**src/rtl/div_seq_pkg.sv**
```systemverilog
// Shared definitions for the execute-stage divide sequencer: state encodings,
// handshake constants, bus widths and the divide aluop codes.
package div_seq_pkg;

  localparam int unsigned DIV_DW           = 32;
  localparam int unsigned DOUBLE_REG_BUS_W = 2 * DIV_DW;

  localparam logic DivStart          = 1'b1;
  localparam logic DivStop           = 1'b0;
  localparam logic DivResultReady    = 1'b1;
  localparam logic DivResultNotReady = 1'b0;

  localparam logic [7:0] EXE_DIV_OP  = 8'b0001_1010;
  localparam logic [7:0] EXE_DIVU_OP = 8'b0001_1011;

  typedef enum logic [1:0] {
    DivFree   = 2'b00,
    DivByZero = 2'b01,
    DivOn     = 2'b10,
    DivEnd    = 2'b11
  } div_state_e;

endpackage

```
**src/rtl/div_step.sv**
```systemverilog
// One restoring shift-subtract step: trial-subtract the divisor from the
// partial remainder and shift in the resulting quotient bit.
module div_step #(
  parameter int unsigned DW = 32
) (
  input  logic [2*DW:0] work_i,
  input  logic [DW-1:0] divisor_i,
  output logic [2*DW:0] work_c
);

  logic [DW:0] diff;

  always_comb begin
    diff = work_i[2*DW:DW] - {1'b0, divisor_i};
    if (diff[DW]) begin
      work_c = {work_i[2*DW-1:0], 1'b0};
    end else begin
      work_c = {diff[DW-1:0], work_i[DW-1:0], 1'b1};
    end
  end

endmodule

```
**src/rtl/div_seq.sv**
```systemverilog
// Multi-cycle DIV/DIVU sequencer: latches operands, runs DW restoring steps,
// applies sign correction and holds {remainder, quotient} until start drops.
// Optional macro DIV_ZERO_FLAG_EN adds the div_by_zero_o output.
module div_seq
  import div_seq_pkg::*;
#(
  parameter int unsigned DW = DIV_DW
) (
  input  logic            clk,
  input  logic            rst,
  input  logic            signed_div_i,
  input  logic [DW-1:0]   opdata1_i,
  input  logic [DW-1:0]   opdata2_i,
  input  logic            start_i,
  input  logic            annul_i,
  output logic [2*DW-1:0] result_o,
  output logic            ready_o
`ifdef DIV_ZERO_FLAG_EN
  ,
  output logic            div_by_zero_o
`endif
);

  localparam int unsigned CNT_W = $clog2(DW) + 1;

  div_state_e      state_q, state_d;
  logic [CNT_W-1:0] cnt_q, cnt_d;
  logic [2*DW:0]   work_q, work_d;
  logic [DW-1:0]   divisor_q, divisor_d;
  logic            signed_q, signed_d;
  logic            dvd_neg_q, dvd_neg_d;
  logic            dvs_neg_q, dvs_neg_d;
  logic [2*DW-1:0] result_q, result_d;
  logic            ready_q, ready_d;
  logic            dbz_q, dbz_d;

  logic [2*DW:0]   step_work_c;
  logic [DW-1:0]   abs1, abs2;
  logic [DW-1:0]   quot, rem, quot_fix, rem_fix;

  div_step #(.DW(DW)) u_div_step (
    .work_i    (work_q),
    .divisor_i (divisor_q),
    .work_c    (step_work_c)
  );

  always_comb begin
    state_d   = state_q;
    cnt_d     = cnt_q;
    work_d    = work_q;
    divisor_d = divisor_q;
    signed_d  = signed_q;
    dvd_neg_d = dvd_neg_q;
    dvs_neg_d = dvs_neg_q;
    result_d  = result_q;
    ready_d   = ready_q;
    dbz_d     = dbz_q;

    // Magnitudes for signed operands; the most negative value maps to 2^(DW-1).
    abs1 = (signed_div_i && opdata1_i[DW-1]) ? (~opdata1_i) + DW'(1) : opdata1_i;
    abs2 = (signed_div_i && opdata2_i[DW-1]) ? (~opdata2_i) + DW'(1) : opdata2_i;

    quot     = work_q[DW-1:0];
    rem      = work_q[2*DW:DW+1];
    quot_fix = (signed_q && (dvd_neg_q ^ dvs_neg_q)) ? (~quot) + DW'(1) : quot;
    rem_fix  = (signed_q && dvd_neg_q) ? (~rem) + DW'(1) : rem;

    case (state_q)
      DivFree: begin
        result_d = '0;
        ready_d  = DivResultNotReady;
        dbz_d    = 1'b0;
        if (start_i == DivStart && !annul_i) begin
          divisor_d = abs2;
          signed_d  = signed_div_i;
          dvd_neg_d = signed_div_i & opdata1_i[DW-1];
          dvs_neg_d = signed_div_i & opdata2_i[DW-1];
          if (abs2 == '0) begin
            state_d = DivByZero;
          end else begin
            state_d = DivOn;
            cnt_d   = '0;
            work_d  = {{DW{1'b0}}, abs1, 1'b0};
          end
        end
      end
      DivByZero: begin
        state_d  = DivEnd;
        result_d = '0;
        ready_d  = DivResultReady;
        dbz_d    = 1'b1;
      end
      DivOn: begin
        if (annul_i) begin
          state_d  = DivFree;
          result_d = '0;
          ready_d  = DivResultNotReady;
          dbz_d    = 1'b0;
        end else if (cnt_q != CNT_W'(DW)) begin
          work_d = step_work_c;
          cnt_d  = cnt_q + CNT_W'(1);
        end else begin
          state_d  = DivEnd;
          result_d = {rem_fix, quot_fix};
          ready_d  = DivResultReady;
        end
      end
      DivEnd: begin
        if (annul_i || start_i == DivStop) begin
          state_d  = DivFree;
          result_d = '0;
          ready_d  = DivResultNotReady;
          dbz_d    = 1'b0;
        end
      end
      default: begin
        state_d = DivFree;
      end
    endcase
  end

  always_ff @(posedge clk) begin
    if (!rst) begin
      state_q   <= DivFree;
      cnt_q     <= '0;
      work_q    <= '0;
      divisor_q <= '0;
      signed_q  <= 1'b0;
      dvd_neg_q <= 1'b0;
      dvs_neg_q <= 1'b0;
      result_q  <= '0;
      ready_q   <= DivResultNotReady;
      dbz_q     <= 1'b0;
    end else begin
      state_q   <= state_d;
      cnt_q     <= cnt_d;
      work_q    <= work_d;
      divisor_q <= divisor_d;
      signed_q  <= signed_d;
      dvd_neg_q <= dvd_neg_d;
      dvs_neg_q <= dvs_neg_d;
      result_q  <= result_d;
      ready_q   <= ready_d;
      dbz_q     <= dbz_d;
    end
  end

  assign result_o = result_q;
  assign ready_o  = ready_q;

`ifdef DIV_ZERO_FLAG_EN
  assign div_by_zero_o = dbz_q;
`else
  logic unused_dbz;
  assign unused_dbz = dbz_q;
`endif

endmodule

```
**config.mk**
```make
export PLATFORM = sky130hd
export DESIGN_NAME = div_seq
export DESIGN_NICKNAME = d
export VERILOG_FILES = /design/src/rtl/div_seq_pkg.sv /design/src/rtl/div_step.sv /design/src/rtl/div_seq.sv
export SDC_FILE = /design/constraint.sdc
export NUM_CORES = 1
export LEC_CHECK = 0
export BUFFER_PORTS_ARGS = -buffer_cell sky130_fd_sc_hd__buf_2
export CAP_MARGIN = 20
export CORE_MARGIN = 10
export CORE_UTILIZATION = 40
export DETAILED_ROUTE_END_ITERATION = 12
export GPL_TIMING_DRIVEN = 0
export PLACE_DENSITY_LB_ADDON = 0.05
export SLEW_MARGIN = 20
export SYNTH_ARGS = -nofsm -noshare
export SYNTH_HDL_FRONTEND = slang
export SYNTH_SLANG_ARGS = --single-unit
```
**constraint.sdc**
```tcl
create_clock -name clk -period 7.2 [get_ports clk]
set_clock_uncertainty 0.15 [all_clocks]
set_input_delay 0 -clock clk [delete_from_list [all_inputs] [get_ports clk]]
set_output_delay 0 -clock clk [all_outputs]
set_load 0.05 [all_outputs]
```
# Yosys cells after proc, flatten, opt, wreduce, memory -nomap -nowiden
# Index checks and enable logic that the tools add are counted.
# W data, S select, Z words.
# totals
elab_cells,77
regBits,173
out_inout_bits,65
# classes
n_mux,29
n_reduce_logical,15
add_sub_neg,6
eq_ne,10
bitwise,8
# ops
op,n
$mux W65,5
$mux W64,3
$pmux W64 S3,1
$pmux W65 S2,1
$add A32 B1 Y32 const B,4
$mux W32,4
$not A32 Y32,4
$sub A33 B32 Y33,1
$logic_not A32 Y1,1
$mux W6,4
$pmux W6 S2,1
$mux W2,5
$ne A2 B2 Y1 const B,5
$pmux W2 S4,1
$add A6 B1 Y6 const B,1
$ne A6 B6 Y1 const B,1
$logic_and A1 B1 Y1,5
$reduce_and A5 Y1,1
$eq A2 B2 Y1 const B,2
$pmux W1 S4,1
$reduce_and A2 Y1,2
$mux W1,3
$ne A3 B3 Y1 const B,1
$reduce_and A3 Y1,1
other kinds (9),10

# Longest topological paths before layout
# Gate-level depths: netlist of the first run.
# logic_depth
ltp_word,7
mapped_depth,15
ltp_nobuf,13

# Modules after synthesis
# A second synthesis of the first run with hierarchy kept.
# hier_totals
cells_unflattened,1633
area_unflattened_um2,12928.6
# by_module_without_submodules
module,cells_per_inst,area_each_um2,n_inst
div_seq,1296,10329.9,1
div_step,337,2598.7,1

# Least setup slack after synthesis of the first run
# OpenSTA, ideal clock, no wires.
# synth_path
path_kind,register to register
start,register work_q[32]
end,register work_q[64]
path_buffers,1
t_required_ps,6975
synth_period_minus_slack_ps,3694
setup_slack_ps,3506
stages_incl_launch_ff,15
t_arrival_ps,3470
cell_sequence,dfxtp_1 -> inv_1 -> ha_1 -> inv_1 -> fa_1 -> a211o_1 -> a2111oi_2 -> o31ai_1 -> o21a_1 -> o2111a_1 -> or3_1 -> buf_2 -> or4_1 -> o221a_2 -> o22ai_1
# synth_via
elab_chain_cells,5
# synth_lines
element,line,source
start: declaration,div_seq.sv:28,"logic [2*DW:0] work_q, work_d;"
start signal: assignment,div_seq.sv:137,work_q <= work_d;
$sub A33 B32 Y33,div_step.sv:14,"diff = work_i[2*DW:DW] - {1'b0, divisor_i};"
$mux W65,div_step.sv:15,if (diff[DW]) begin
$mux W65,div_seq.sv:99,end else if (cnt_q != CNT_W'(DW)) begin
$mux W65,div_seq.sv:94,if (annul_i) begin
$pmux W65 S2,div_seq.sv:68,case (state_q)
# Every way passes these cells. The select of a mux whose other input is x is not followed.
# A chain may end at the register's enable or synchronous reset.

# Worst setup path after layout of the first run
# layout_path
start,register divisor_q[0]
end,register work_q[60]
# layout_via
elab_chain_cells,5
# layout_lines
element,line,source
start: declaration,div_seq.sv:29,"logic [DW-1:0] divisor_q, divisor_d;"
start signal: assignment,div_seq.sv:138,divisor_q <= divisor_d;
$sub A33 B32 Y33,div_step.sv:14,
$mux W65,div_step.sv:15,
$mux W65,div_seq.sv:99,
$mux W65,div_seq.sv:94,
$pmux W65 S2,div_seq.sv:68,
# Every way passes these cells. The select of a mux whose other input is x is not followed.

==> impl_metrics.yaml, run 1 <==
synthesis:
  synth_xor_area_share_pct: 10.50
  synth_cell_type_count: 80
  synth.top_cell.area_share_pct: 29.23
  synth_seq_area_share_pct: 29.23
  syn_inst: 1538
  yosys-mux-area-fraction_pct: 2.059
  async_reset_ff_share_pct: 0
  synth_top_family_by_area: "compound AO/OA/AOI/OAI gates"
  synth_area_leader_cell: "dfxtp_1"
  avgSynthCellArea_um2: 7.704
  synth_nets: 1651
  synth-simple-area-share_pct: 20.52
  synth_edf_count: 0
  synthAdderAreaFrac_pct: 4.710
  ys_top_cells_by_area: "dfxtp_1 (29%), xnor2_1 (6.2%), a21oi_1 (6.1%)"
  synth_area_um2: 11850
  synth_compound_area_share_pct: 26.97
  yosysWarnings: 0
  synth_seq_cells: 173
  synthFlopType: "dfxtp_1"
critical_path:
  rr_worst_depth: 14
  cp.required_ps: 7380
  critPathKind: "register to register"
  startpoint: "divisor_q[0]"
  endpoint_kind: "register"
  worstPathMaxFanout: 10
  crit_path_start_kind: "register"
  arrival_ps: 4770
  r2r_start: "divisor_q[0]"
  worstPathCellList: "ha_1 > inv_1 > fa_1 > a211o_1 > a2111oi_2 > o31ai_1 > o21a_1 > o2111a_1 > nor3_1 > buf_4 > clkbuf_1 > nor2_1 > a21oi_1 > o2bb2ai_1"
  cp_num_buf_inv: 3
  slowest_stage: "nor3_1"
  crit_family: "compound AO/OA/AOI/OAI gates"
  r2r-end: "work_q[60]"
  r2r_slack_ps: 2600
  critPathMaxStageDelay_ps: 550
finish:
  layout_commonest_cell: "nor2_1"
  seqCellArea_um2: 3463
  antennaDiodeCount: 0
  multi_input_area_um2: 7682
  final_cell_mix: "nor2_1 (184), dfxtp_1 (173), a21oi_1 (143), buf_2 (129), nand2_1 (97)"
  syn_to_final_growth_pct: 20.00
  fillers: 2898
  drive_gt1_share_pct: 11.70
  stdcell_area_um2: 14220
  nNetsFinal: 1861
worst_hold_path:
  min-delay-start: "opdata2_i[15]"
  holdPathEnd: "divisor_q[22]"
  worstHoldPathCells: 5
  worstHoldPathType: "primary input to register"
pwr:
  power_frac_comb_pct: 41.9
  max-vdd-ir-drop_mv: 0.1866
  power_frac_seq_pct: 32.7
  switching_share_pct: 42.51
  p_clk_share_pct: 25.3
  p_leak_nw: 5.524
  p_per_area_nw_per_um2: 255.8
  switchingPower_mw: 1.546
  intPower_mw: 2.091
global_routing:
  globalRouteMet1Util_pct: 32.37
  overflow: 0
  use_met2_pct: 32.13
  grt_pass1_vias: 11390
  busiest_layer: "met1"
  gr-usage-all-layers_pct: 21.64
  grt_max_degree: 19
  antenna_found_initial: 0
  grtUsageMet3_pct: 3.228
  grt_pass1_wl_um: 64040
placed_design:
  place_congestion: 0.9249
  numPortBuffers: 123
  hpwl_um: 31480
  place_area_um2: 12950
floorplanning:
  start_util_pct: 40.95
  die_h_um: 192.1
  die_area_um2: 36910
  ios: 134
  coreArea_um2: 28940
  rows: 62
  die_w_um: 192.1
clock_tree:
  cts_resized: 0
  cts_made_buffers: 17
  clk_transition_reported_paths_ps: 80
  clkSinkCount: 173
  cts_buffer_depth: 2
  insertion_delay_ps: 440
  cts_tree: "done"
  h-tree-depth: 4
  cts_root_buffer: "clkbuf_16"
timing:
  period_minus_slack_ps: 4598
  finalMaxSlewViolations: 0
  fmax_mhz: 217.5
  finalCritPeriodShare_pct: 63.86
  setup_violations: 0
  rsz0062_at_grt: "no"
  setup-tns-final_ps: 0
  tightestPinTransition_ps: 913.7
  relSlewSlack_pct: 39.09
  hold_ws_ps: 17.34
  final-hold-violation-count: 0
route:
  finalWirelength_um: 40470
  drt-initial-drc-count: 1046
  vias_per_cell: 5.650
  first_pass_iters: 5
  wl_per_cell_um: 18.87
  drcViolationCount: 0
  vias: 12120
  drtAntennaViolNets: 0
job:
  drv_cap: 0
run_status:
  outcome: "finished clean"
==> worst min-delay path: cells and delay by family <==
family | cells | cell delay [ps]
AO/OA/AOI/OAI | 2 | 260
XOR/XNOR | 1 | 130
buffers and inverters | 1 | 100
AND/OR/NAND/NOR | 1 | 70
==> area by class of cell <==
class | instances | area share (%)
Clock buffer | 18 | 3.089
Clock inverter | 14 | 1.012
Timing Repair Buffer | 191 | 9.117
Multi-Input combinational cell | 1194 | 54.03
Buffer | 99 | 3.115
Tap cell | 384 | 3.379
Inverter | 72 | 1.901
Sequential cell | 173 | 24.36
==> Yosys cell counts (all sizes together), types with 5 or more instances <==
master / n
nor2: 184
dfxtp: 173
a21oi: 145
nand2: 97
xnor2: 84
o21ai: 80
clkbuf: 78
inv: 72
nor3: 58
xor2: 58
a22oi: 51
ha: 43
a211oi: 36
nand3: 31
o2111ai: 24
o31ai: 23
nand4: 22
nor4: 22
o2bb2ai: 22
buf: 21
mux2i: 21
a31oi: 18
or4: 17
or3: 13
and3: 12
nand2b: 11
o21a: 11
o41ai: 11
and2: 10
or2: 10
a21o: 9
o22ai: 7
o211ai: 6
nor2b: 5
==> stage by stage <==
step	setup WS, ps	power (mW)	std cells	util, %
after floorplan	3506	2.252	1538	-
after global placement	2615	2.672	2045	44.74
after detailed placement	2642	2.683	2045	44.77
after CTS	2614	3.640	2145	49.14
after global routing	2269	3.881	2145	49.14
final	2602	3.637	2145	49.14
==> worst max-delay path by stage <==
stage	end	slack [ps]	cells past startpoint
after floorplan	work_q[64]	3510	14
after CTS	work_q[60]	2610	14
after global placement	work_q[60]	2610	14
after global routing	work_q[60]	2270	14
final	work_q[60]	2600	14
after detailed placement	work_q[60]	2640	14
==> power by group through the flow <==
stage / sequential, mW / clock (mW) / combinational (mW)
global route: 1.20 / 0.972 / 1.70
floorplan: 1.17 / 0 / 1.08
global placement: 1.21 / 0 / 1.47
finish: 1.19 / 0.922 / 1.53
detailed placement: 1.21 / 0 / 1.48
CTS: 1.19 / 0.938 / 1.52
==> logic make-up after synthesis <==
kind of cell,after synthesis
AND/OR/NAND/NOR,502
AO/OA/AOI/OAI,482
flip-flops,173
buffers and inverters,171
XOR/XNOR,142
adder cells (fa/ha/maj),44
multiplexers,24
==> timing repair <==
action | CTS | global route
buffers inserted | 0 | 0
hold endpoints to repair | 64 | 0
hold buffers | 68 | 0
==> metal layers <==
metal	part of all wire, %	wire (µm)
met2	42	17150
met3	5.6	2263
met5	0	0
met1	51	20730
met4	0.82	333
==> sequential cells by signal, indices dropped and copies added (netlist names) <==
name,flops
cnt_q,6
divisor_q,32
dvd_neg_q,1
dvs_neg_q,1
ready_o,1
result_o,64
signed_q,1
state_q,2
work_q,65
Power figures use the tool's default switching activity.
==> inputs of run 2 (changes only) <==
==> constraint.sdc (replaced) <==
create_clock -name clk -period 3.8 [get_ports clk]
set_clock_uncertainty 0.15 [all_clocks]
set_input_delay 0 -clock clk [delete_from_list [all_inputs] [get_ports clk]]
set_output_delay 0 -clock clk [all_outputs]
set_load 0.05 [all_outputs]
==> run 2 against run 1 <==
  * Power increased by 94%
  * Global-route usage increased by 0.11 points
  * Combinational power increased by 98%
  * Non-clock buffer count increased by 11
  * Via count increased by 1.1%
  * Sequential cell count unchanged
  * Sequential power increased by 90%
  * Utilization increased by 0.73 points
  * Cell area increased by 1.5%
  * First-iteration DRC count about the same
  * Critical path type unchanged
  * Largest cell class unchanged
==> impl_metrics.yaml, run 2 (synthesized netlist as in run 1, its figures left out) <==
placed_design:
  dpl_worst_slack_ps: -757.6
  hpwl_um: 31480
  dp.cells: 2045
  place_area_um2: 12950
  numPortBuffers: 123
  place_congestion: 0.9249
critical_path:
  worstPathCellList: "inv_1 > fa_2 > a211o_1 > a2111oi_4 > o31ai_4 > o21a_1 > o2111a_2 > or3_4 > or4_4 > o221a_4 > o22ai_2"
  r2r_start: "divisor_q[1]"
  critPathMaxStageDelay_ps: 520
  crit_family: "compound AO/OA/AOI/OAI gates"
  crit_path_start_kind: "register"
  slowest_stage: "or4_4"
  cp_num_buf_inv: 1
  endpoint_kind: "register"
  arrival_ps: 3890
  cp.required_ps: 4010
  r2r-end: "work_q[64]"
  rr_worst_depth: 11
  worstPathMaxFanout: 4
  critPathKind: "register to register"
  r2r_slack_ps: 120
floorplanning:
  die_w_um: 192.1
  ios: 134
  coreArea_um2: 28940
  die_area_um2: 36910
  rows: 62
  die_h_um: 192.1
  start_util_pct: 40.95
pwr:
  max-vdd-ir-drop_mv: 0.3547
  p_per_area_nw_per_um2: 487.8
  p_leak_nw: 5.596
finish:
  antennaDiodeCount: 0
  syn_to_final_growth_pct: 21.78
  stdcell_count: 2156
  layout_commonest_cell: "nor2_1"
  regMostFlops: "work_q"
  largest_reg_flops: 65
  stdcell_area_um2: 14430
  final_cell_mix: "nor2_1 (184), dfxtp_1 (171), a21oi_1 (143), buf_2 (127), nand2_1 (97)"
  fillers: 2902
  drive_gt1_share_pct: 13.09
  nNetsFinal: 1872
timing:
  finalCritPeriodShare_pct: 96.72
  fmax_mhz: 272.1
  relSlewSlack_pct: 36.99
  tightestPinTransition_ps: 937.3
  period_minus_slack_ps: 3675
  final-hold-violation-count: 0
  rsz0062_at_grt: "no"
  setup_violations: 0
  setup_ws_ps: 124.6
  finalMaxSlewViolations: 0
worst_hold_path:
  min-delay-start: "opdata2_i[15]"
  worstHoldPathCells: 5
  worstHoldPathType: "primary input to register"
  holdPathEnd: "divisor_q[22]"
route:
  wl_met1_um: 20640
  drtAntennaViolNets: 0
  wl_per_cell_um: 19.00
  drcViolationCount: 0
  vias: 12250
  vias_per_cell: 5.684
  wl_met3_um: 2557
  highest_layer: "met4"
  wl_met2_um: 17420
  first_pass_iters: 5
  finalWirelength_um: 40970
  drt-initial-drc-count: 1045
clock_tree:
  clk_transition_reported_paths_ps: 70
  h-tree-depth: 4
  clkSinkCount: 173
  cts_root_buffer: "clkbuf_16"
  cts_made_buffers: 17
  insertion_delay_ps: 440
  cts_tree: "done"
  cts_buffer_depth: 2
global_routing:
  gr-usage-all-layers_pct: 21.75
  grt_max_degree: 19
  overflow: 0
  antenna_found_initial: 0
  grt_pass1_vias: 11410
  grt_pass1_wl_um: 64340
job:
  drv_cap: 0
run_status:
  outcome: "finished clean"
==> run 2: cell count changes in the layout (fill, tap and decap cells not counted), sizes merged <==
cell,previous run,this run
buf,144,154
dlygate4sd3,68,69
==> run 2: where the power goes <==
group | internal, mW | switching (mW)
Sequential | 2.00 | 0.253
Combinational | 1.15 | 1.88
Clock | 0.893 | 0.858
Total | 4.05 | 2.99
==> run 2: tightest hold or removal path: cells and delay by family <==
kind	cells	cell delay [ps]
and+or+nand+nor	1	70
buffers and inverters	1	90
xor gates and xnor gates	1	130
AOI/OAI and AO/OA	2	260
==> run 2: metal layers <==
metal  vias to the layer above  track usage (%)
met5                         -                0
met4                         0            3.906
met3                        25            3.264
met2                       379            32.37
met1                      5758            32.46
li1                       6092                -
==> run 2: stage by stage <==
step           TNS [ps]  power (mW)  hold WS [ps]  util, %
2_1_floorplan         0       4.267        -14.03        -
3_5_place_dp     -13490       5.084         181.1    44.77
5_1_grt               0       7.493         54.80    49.87
4_1_cts               0       6.983         6.973    49.56
3_3_place_gp     -13460       5.063         172.0    44.74
6_report              0       7.039         15.02    49.87
==> run 2: final cells by class <==
type                            instances  area, µm²  area share [%]
Buffer                                 98      452.9           3.139
Clock buffer                           18      439.2           3.043
Clock inverter                         14      143.9          0.9971
Inverter                               72      270.3           1.873
Multi-Input combinational cell       1194       7786           53.96
Sequential cell                       173       3468           24.04
Tap cell                              384      480.5           3.330
Timing Repair Buffer                  203       1389           9.625
==> run 2: how the worst max path moves through the flow <==
stage                 startpoint          to  slack (ps)  cells after the start
floorplan             work_q[32]  work_q[64]         110                     14
global placement    divisor_q[0]  work_q[60]        -790                     14
detailed placement  divisor_q[0]  work_q[60]        -760                     14
CTS                   work_q[32]  work_q[64]          10                     14
global route        divisor_q[0]  work_q[64]           3                     12
finish              divisor_q[1]  work_q[64]         120                     11
==> run 2: repair_timing <==
item | 4_1_cts | 5_1_grt
pin swaps | 7 | 9
hold endpoints to repair | 64 | 0
cloned | 0 | 0
gates resized for setup | 19 | 10
hold buffers | 69 | 0
setup endpoints to repair | 31 | 70
setup buffers | 4 | 7
==> inputs of run 3 (changes only) <==
==> constraint.sdc (replaced) <==
create_clock -name clk -period 4.4 [get_ports clk]
set_clock_uncertainty 0.15 [all_clocks]
set_input_delay 0 -clock clk [delete_from_list [all_inputs] [get_ports clk]]
set_output_delay 0 -clock clk [all_outputs]
set_load 0.05 [all_outputs]
==> run 3 against run 2 <==
  * Final cell count fell by 0.51%
  * Sequential power fell by 14%
  * Register-to-register slack improved by 120 ps
  * Largest cell class unchanged
  * Highest routed layer unchanged
==> impl_metrics.yaml, run 3 (synthesized netlist as in run 1, its figures left out) <==
run_status:
  outcome: "finished clean"
global_routing:
  gr-usage-all-layers_pct: 21.64
  antenna_found_initial: 0
  grt_max_degree: 19
  grt_pass1_vias: 11390
  overflow: 0
  grt_pass1_wl_um: 64050
clock_tree:
  cts_setup_buffers: 0
  insertion_delay_ps: 440
  cts_buffer_depth: 2
  clkSinkCount: 173
  clk_transition_reported_paths_ps: 70
  cts_tree: "done"
  cts_root_buffer: "clkbuf_16"
  cts_made_buffers: 17
  h-tree-depth: 4
finish:
  syn_to_final_growth_pct: 20.22
  layout_commonest_cell: "nor2_1"
  stdcell_count: 2145
  drive_gt1_share_pct: 11.98
  nNetsFinal: 1861
  regMostFlops: "work_q"
  antennaDiodeCount: 0
  fillers: 2899
  final_cell_mix: "nor2_1 (184), dfxtp_1 (173), a21oi_1 (143), buf_2 (128), nand2_1 (97)"
  largest_reg_flops: 65
floorplanning:
  rows: 62
  die_w_um: 192.1
  die_area_um2: 36910
  die_h_um: 192.1
  start_util_pct: 40.95
  ios: 134
  coreArea_um2: 28940
route:
  wl_per_cell_um: 18.93
  first_pass_iters: 5
  finalWirelength_um: 40610
  vias: 12180
  drtAntennaViolNets: 0
  drt-initial-drc-count: 1071
  vias_per_cell: 5.678
  drcViolationCount: 0
timing:
  rsz0062_at_grt: "no"
  relSlewSlack_pct: 36.87
  final-hold-violation-count: 0
  period_minus_slack_ps: 4153
  finalCritPeriodShare_pct: 94.38
  fmax_mhz: 240.8
  tightestPinTransition_ps: 946.9
  setup_ws_ps: 247.2
  setup-tns-final_ps: 0
  setup_violations: 0
  finalMaxSlewViolations: 0
pwr:
  max-vdd-ir-drop_mv: 0.2904
  p_per_area_nw_per_um2: 420.0
  p_leak_nw: 5.530
  power.total_mw: 5.982
worst_hold_path:
  worstHoldPathType: "primary input to register"
critical_path:
  r2r_slack_ps: 250
  slowest_stage: "or4_1"
  crit_path_start_kind: "register"
  critPathKind: "register to register"
  worstPathCellList: "ha_1 > inv_1 > fa_1 > a211o_1 > a2111oi_2 > o31ai_2 > o21a_1 > o2111a_1 > or3_1 > buf_2 > or4_1 > o221a_2 > o22ai_1"
  endpoint_kind: "register"
  arrival_ps: 4360
  critPathMaxStageDelay_ps: 520
  cp.required_ps: 4610
  worstPathMaxFanout: 9
placed_design:
  numPortBuffers: 123
  dpl_worst_slack_ps: -157.6
  place_congestion: 0.9249
  hpwl_um: 31480
  dp.cells: 2045
job:
  drv_cap: 0
## run 3: report_power, final
part | switching (mW) | internal [mW] | leakage, nW
combinational | 1.59 | 0.929 | 3.84
clock | 0.742 | 0.772 | 0.289
sequential | 0.216 | 1.73 | 1.40
## run 3: worst paths after layout
path                       from            end  cells after the start
setup / recovery   divisor_q[0]     work_q[64]                     13
hold / removal    opdata2_i[15]  divisor_q[22]                      5
setup reg to reg   divisor_q[0]     work_q[64]                     13
hold reg to reg   divisor_q[31]  divisor_q[31]                      2
## run 3: what timing repair did
action	4_1_cts	5_1_grt
hold endpoints to repair	64	0
hold buffers	68	0
gates resized for setup	1	8
endpoints found under the setup margin	16	21
## run 3: layout make-up
type,count,area (µm²),share of cell area [%]
Multi-Input combinational cell,1194,7704,54.08
Sequential cell,173,3463,24.31
Timing Repair Buffer,191,1296,9.100
Tap cell,384,480.5,3.373
Buffer,99,447.9,3.144
Clock buffer,18,439.2,3.083
Inverter,72,270.3,1.897
Clock inverter,14,143.9,1.010
## run 3: per-layer routing
| layer | global-route usage, % | part of all wire [%] |
|---|---|---|
| met1 | 32.38 | 51 |
| met2 | 32.11 | 43 |
| met3 | 3.228 | 6.1 |
| met4 | 3.876 | 0.77 |
| met5 | 0 | 0 |
## run 3: through the flow
stage / cell area (µm²) / utilization (%) / hold WS (ps)
floorplan: 11850 / - / -14.03
global placement: 12940 / 44.74 / 172.0
global route: 14240 / 49.23 / 54.57
detailed placement: 12950 / 44.77 / 181.1
finish: 14240 / 49.23 / 18.21
CTS: 14220 / 49.16 / 8.948
## run 3: critical path: cells and delay by family, from the launching register on
| family | cells | cell delay [ps] |
|---|---|---|
| compound gates | 7 | 1810 |
| simple gates | 2 | 870 |
| fa+ha+maj | 2 | 610 |
| flops | 1 | 370 |
| buf+inv | 2 | 270 |
